==> config.mk <==
export PLATFORM = sky130hd
export DESIGN_NAME = hazard_info_pipe
export DESIGN_NICKNAME = d
export VERILOG_FILES = /design/src/rtl/hazard_info_pipe.sv
export SDC_FILE = /design/constraint.sdc
export NUM_CORES = 1
export LEC_CHECK = 0
export CORE_ASPECT_RATIO = 1.2
export CORE_UTILIZATION = 30
export DETAILED_ROUTE_END_ITERATION = 16
export GPL_TIMING_DRIVEN = 0
export SETUP_SLACK_MARGIN = 0.2
export SLEW_MARGIN = 40
export SYNTH_ARGS = -nofsm -noshare
export SYNTH_HDL_FRONTEND = slang
export SYNTH_SLANG_ARGS = --single-unit
export TNS_END_PERCENT = 10
==> constraint.sdc <==
create_clock -name clk -period 2.7 [get_ports clk]
set_clock_uncertainty 0.15 [all_clocks]
set_input_delay 0.27 -clock clk [delete_from_list [all_inputs] [get_ports clk]]
set_output_delay 0.27 -clock clk [all_outputs]
set_load 0.02 [all_outputs]
==> src/rtl/hazard_info_pipe.sv <==
// Register-use/write information pipeline (D -> E -> M -> W) feeding the
// forwarding/stall unit. Stall bubbles E and holds D; M and W always advance.
// A saturating counter records stalled cycles for performance debug.
module hazard_info_pipe #(
    parameter int unsigned REG_W  = 5,
    parameter int unsigned TNEW_W = 3,
    parameter int unsigned CNT_W  = 16
) (
    input  logic              clk,
    input  logic              reset,
    input  logic              Stall,
    input  logic [REG_W-1:0]  A1D,
    input  logic [REG_W-1:0]  A2D,
    input  logic [REG_W-1:0]  A3D,
    input  logic              WED,
    input  logic [TNEW_W-1:0] TnewD,
    output logic [REG_W-1:0]  A1E,
    output logic [REG_W-1:0]  A2E,
    output logic [REG_W-1:0]  A1M,
    output logic [REG_W-1:0]  A2M,
    output logic [REG_W-1:0]  A3E,
    output logic [REG_W-1:0]  A3M,
    output logic [REG_W-1:0]  A3W,
    output logic              WEE,
    output logic              WEM,
    output logic              WEW,
    output logic [TNEW_W-1:0] TnewE,
    output logic [TNEW_W-1:0] TnewM,
    output logic [CNT_W-1:0]  StallCnt
);

    logic              we_norm;
    logic [TNEW_W-1:0] tnew_m_next;
    logic [CNT_W-1:0]  cnt_next;

    // Capture normalisation, Tnew countdown and saturating stall count
    always_comb begin
        // Register 0 is never a real destination, so never advertise it as a write
        we_norm     = WED & (A3D != '0);
        tnew_m_next = (TnewE == '0) ? '0 : TnewE - TNEW_W'(1);
        cnt_next    = StallCnt;
        if (Stall && (StallCnt != {CNT_W{1'b1}})) begin
            cnt_next = StallCnt + CNT_W'(1);
        end
    end

    // E stage: capture from D, or take a bubble while stalled
    always_ff @(posedge clk) begin
        if (!reset) begin
            A1E   <= '0;
            A2E   <= '0;
            A3E   <= '0;
            WEE   <= 1'b0;
            TnewE <= '0;
        end else if (Stall) begin
            A1E   <= '0;
            A2E   <= '0;
            A3E   <= '0;
            WEE   <= 1'b0;
            TnewE <= '0;
        end else begin
            A1E   <= A1D;
            A2E   <= A2D;
            A3E   <= A3D;
            WEE   <= we_norm;
            TnewE <= TnewD;
        end
    end

    // M and W stages: advance every cycle regardless of Stall
    always_ff @(posedge clk) begin
        if (!reset) begin
            A1M   <= '0;
            A2M   <= '0;
            A3M   <= '0;
            WEM   <= 1'b0;
            TnewM <= '0;
            A3W   <= '0;
            WEW   <= 1'b0;
        end else begin
            A1M   <= A1E;
            A2M   <= A2E;
            A3M   <= A3E;
            WEM   <= WEE;
            TnewM <= tnew_m_next;
            A3W   <= A3M;
            WEW   <= WEM;
        end
    end

    // Stall-cycle counter, cleared only by reset
    always_ff @(posedge clk) begin
        if (!reset) begin
            StallCnt <= '0;
        end else begin
            StallCnt <= cnt_next;
        end
    end

endmodule

==> impl_metrics.py <==
metrics = {
    "outcome": {
        "status": "finished, final reports clean",
    },
    "sta": {
        "rsz0062_at_grt": "no",
        "tightest_slew_ns": 0.628,
        "hold_violations": 0,
        "setup_viol": 0,
        "maxSlewViolCount": 0,
        "fin_tns_setup_ns": 0,
        "slew_headroom": 0.580,
        "finalCritPeriodShare": 0.754,
        "min_period_ns": 2.03,
        "fmax_mhz": 491,
    },
    "finish": {
        "layout-drive-gt1-share": 0.0673,
        "antenna_cells": 0,
        "syn_to_final_growth_pct": 54.8,
        "layout.nets": 317,
    },
    "power": {
        "p_leak_nw": 1.18,
        "switchingPower_mw": 0.446,
        "p_int_mw": 1.51,
        "swShare": 0.227,
        "clkPwrFrac": 0.450,
        "p_seq_frac": 0.471,
        "finalPower_mw": 1.96,
        "cellPowerDensity_mw_per_mm2": 612,
        "peakVddDrop_uv": 408,
        "pwr-share-comb": 0.080,
    },
    "min_path": {
        "hold_start": "TnewE[0]",
        "min_path_cells": 1,
        "min_path_type": "flop to flop",
        "worstHoldEndpoint": "TnewM[0]",
    },
    "global_route": {
        "grtUsageTotal": 0.139,
        "grt_overflow_total": 0,
        "first_global_vias": 1596,
        "grt_antenna_before_repair": 0,
        "grt_max_degree": 12,
        "grt_first_pass_wirelength_mm": 7.55,
    },
    "logic_synthesis": {
        "yosysTopAreaCell": "dfxtp_1",
        "synth_most_common_cell": "dfxtp_1",
        "synth-main-ff-cell": "dfxtp_1",
        "synth_area_sq_mm": 0.00207,
        "synth_top_area_share": 0.580,
        "synth_cell_type_count": 30,
        "syn-num-nets": 225,
        "ys_top_cells_by_count": "dfxtp_1 (60), and2_1 (41), a21oi_1 (11), nand2_1 (10)",
        "synth_warnings": 0,
        "ys_seq_area_frac": 0.580,
        "async_reset_ff_frac": 0,
        "syn_avg_cell_area_sq_um": 10.3,
        "synth-seq-cells": 60,
        "synth-edff-count": 0,
        "synth_cells": 200,
        "synthTopCellsByArea": "dfxtp_1 (58%), and2_1 (12%), a21oi_1 (2.7%)",
    },
    "setup_path": {
        "required_ns": 2.81,
        "rrSetupSlack_ns": 0.67,
        "timing.rr.end": "StallCnt[14]",
        "critPathBufInv": 0,
        "worstPathCellList": "ha_1 > nand3_1 > or4_4 > or3_1 > a21oi_1",
        "cpPeakStageDelay_ns": 0.47,
        "cp_slowest_cell": "or4_4",
        "path_delay_family": "simple AND/OR/NAND/NOR gates",
        "crit_fanout": 6,
        "cp-end-kind": "flop",
        "reg2reg_depth": 5,
        "crit_type": "flop to flop",
        "reg2reg_from": "StallCnt[0]",
        "crit_path_start_kind": "flop",
        "arrival_ns": 2.15,
    },
    "placed_design": {
        "gp_congestion": 0.726,
        "port-buffer-count": 81,
        "hpwl_mm": 3.24,
    },
    "clock_tree": {
        "cts_tree": "yes",
        "clk_path_buf_depth": 2,
        "post_cts_buffers": 0,
        "clk_pin_slew_ns": 0.07,
        "clk_latency_ns": 0.33,
        "postCtsResizedCells": 0,
        "cts.sinks": 60,
        "numCtsBuffers": 9,
        "h-tree-depth": 3,
        "cts_root_buffer": "clkbuf_8",
        "cts_hold_buf": 0,
    },
    "routing": {
        "wire_per_inst_um": 12.1,
        "routed_wl_mm": 4.62,
        "first_pass_iters": 4,
        "dr.first_iter.drc_count": 76,
        "vias": 1716,
        "viasPerCell": 4.49,
        "ant_nets": 0,
        "route.detailed.drc": 0,
    },
    "job": {
        "drv_cap": 0,
    },
    "die": {
        "core_area_sq_mm": 0.00657,
        "fp.dieH_um": 93.0,
        "rows": 32,
        "io_pins": 82,
        "initial_utilization": 0.315,
        "dieArea_sq_mm": 0.00724,
        "dieWidth_um": 77.8,
    },
}
[state kept, by name, indices dropped and copies added, names as in the netlist]
name      count
TnewE         3
WEW           1
A1M           5
A2E           5
A2M           5
A3E           5
A1E           5
StallCnt     16
WEM           1
TnewM         3
WEE           1
A3M           5
A3W           5
[worst register-to-register path: cells and delay by family (launching register included)]
kind	cells	cell delay [ns]
AOI/OAI and AO/OA	1	0.14
adders and majority gates	1	0.27
DFF	1	0.43
and+or+nand+nor	3	0.98
[cell usage in the layout (no fill, tap or decap), drive strengths merged, types with 4 or more instances in the layout]
| cell type | n |
|---|---|
| nand2b | 4 |
| and2 | 41 |
| o31ai | 6 |
| or3 | 4 |
| mux2i | 5 |
| nand4 | 6 |
| inv | 7 |
| clkdlybuf4s50 | 81 |
| nor3 | 5 |
| a21oi | 11 |
| or4 | 5 |
| nand2 | 10 |
| nand3 | 8 |
| nor2 | 5 |
| clkbuf | 15 |
| dfxtp | 60 |
[worst max-delay path by stage]
stage                start  slack (ns)            to  cells past startpoint
5_1_grt              reset        0.41           WEE                      5
3_3_place_gp         reset        0.28           WEE                      5
6_report       StallCnt[0]        0.67  StallCnt[14]                      5
4_1_cts              reset        0.60           WEE                      5
2_1_floorplan  StallCnt[0]        0.72   StallCnt[8]                      5
3_5_place_dp         reset        0.24           WEE                      5
[cells by family (layout without fill, tap and decap cells)]
| kind of cell | after synthesis | count (layout) | synth area share |
|---|---|---|---|
| simple gates | 96 | 96 | 0.283 |
| flops | 60 | 60 | 0.580 |
| compound gates | 24 | 24 | 0.0725 |
| buf+inv | 12 | 109 | 0.0218 |
| mux | 5 | 5 | 0.0242 |
| fa+ha+maj | 3 | 3 | 0.0181 |
[stage by stage]
stage / instance area [sq um] / worst slack [ns] / instances / utilization / hold slack (ns)
finish: 3200 / 0.665 / 382 / 0.488 / 0.295
global route: 3200 / 0.411 / 382 / 0.488 / 0.314
CTS: 3200 / 0.603 / 382 / 0.488 / 0.296
detailed placement: 2990 / 0.238 / 366 / 0.455 / 0.279
global placement: 2990 / 0.276 / 366 / 0.455 / 0.282
floorplan: 2070 / 0.719 / 200 / - / 0.242
[layout make-up]
class	instances	area, sq um
fill	667	3360
sequential	60	1200
multi-input combinational	128	823
timing repair buffer	81	811
clock buffer	10	128
tap	85	106
clock inverter	6	88.8
inverter	7	26.3
buffer	5	18.8
[metal layers]
metal / track usage / part of all wire / vias up
met5: 0 / 0 / -
met4: 0.0896 / 0.023 / 0
met3: 0.0595 / 0.086 / 10
met2: 0.212 / 0.47 / 58
met1: 0.158 / 0.43 / 773
li1: - / - / 875
[power groups by stage]
stage | clock network [mW] | logic (mW) | registers [mW]
4_1_cts | 0.905 | 0.160 | 0.922
2_1_floorplan | 0 | 0.0351 | 0.973
3_5_place_dp | 0 | 0.159 | 0.942
5_1_grt | 0.939 | 0.170 | 0.925
3_3_place_gp | 0 | 0.158 | 0.942
6_report | 0.881 | 0.157 | 0.922
No activity file was read; power rests on OpenSTA's default activity.
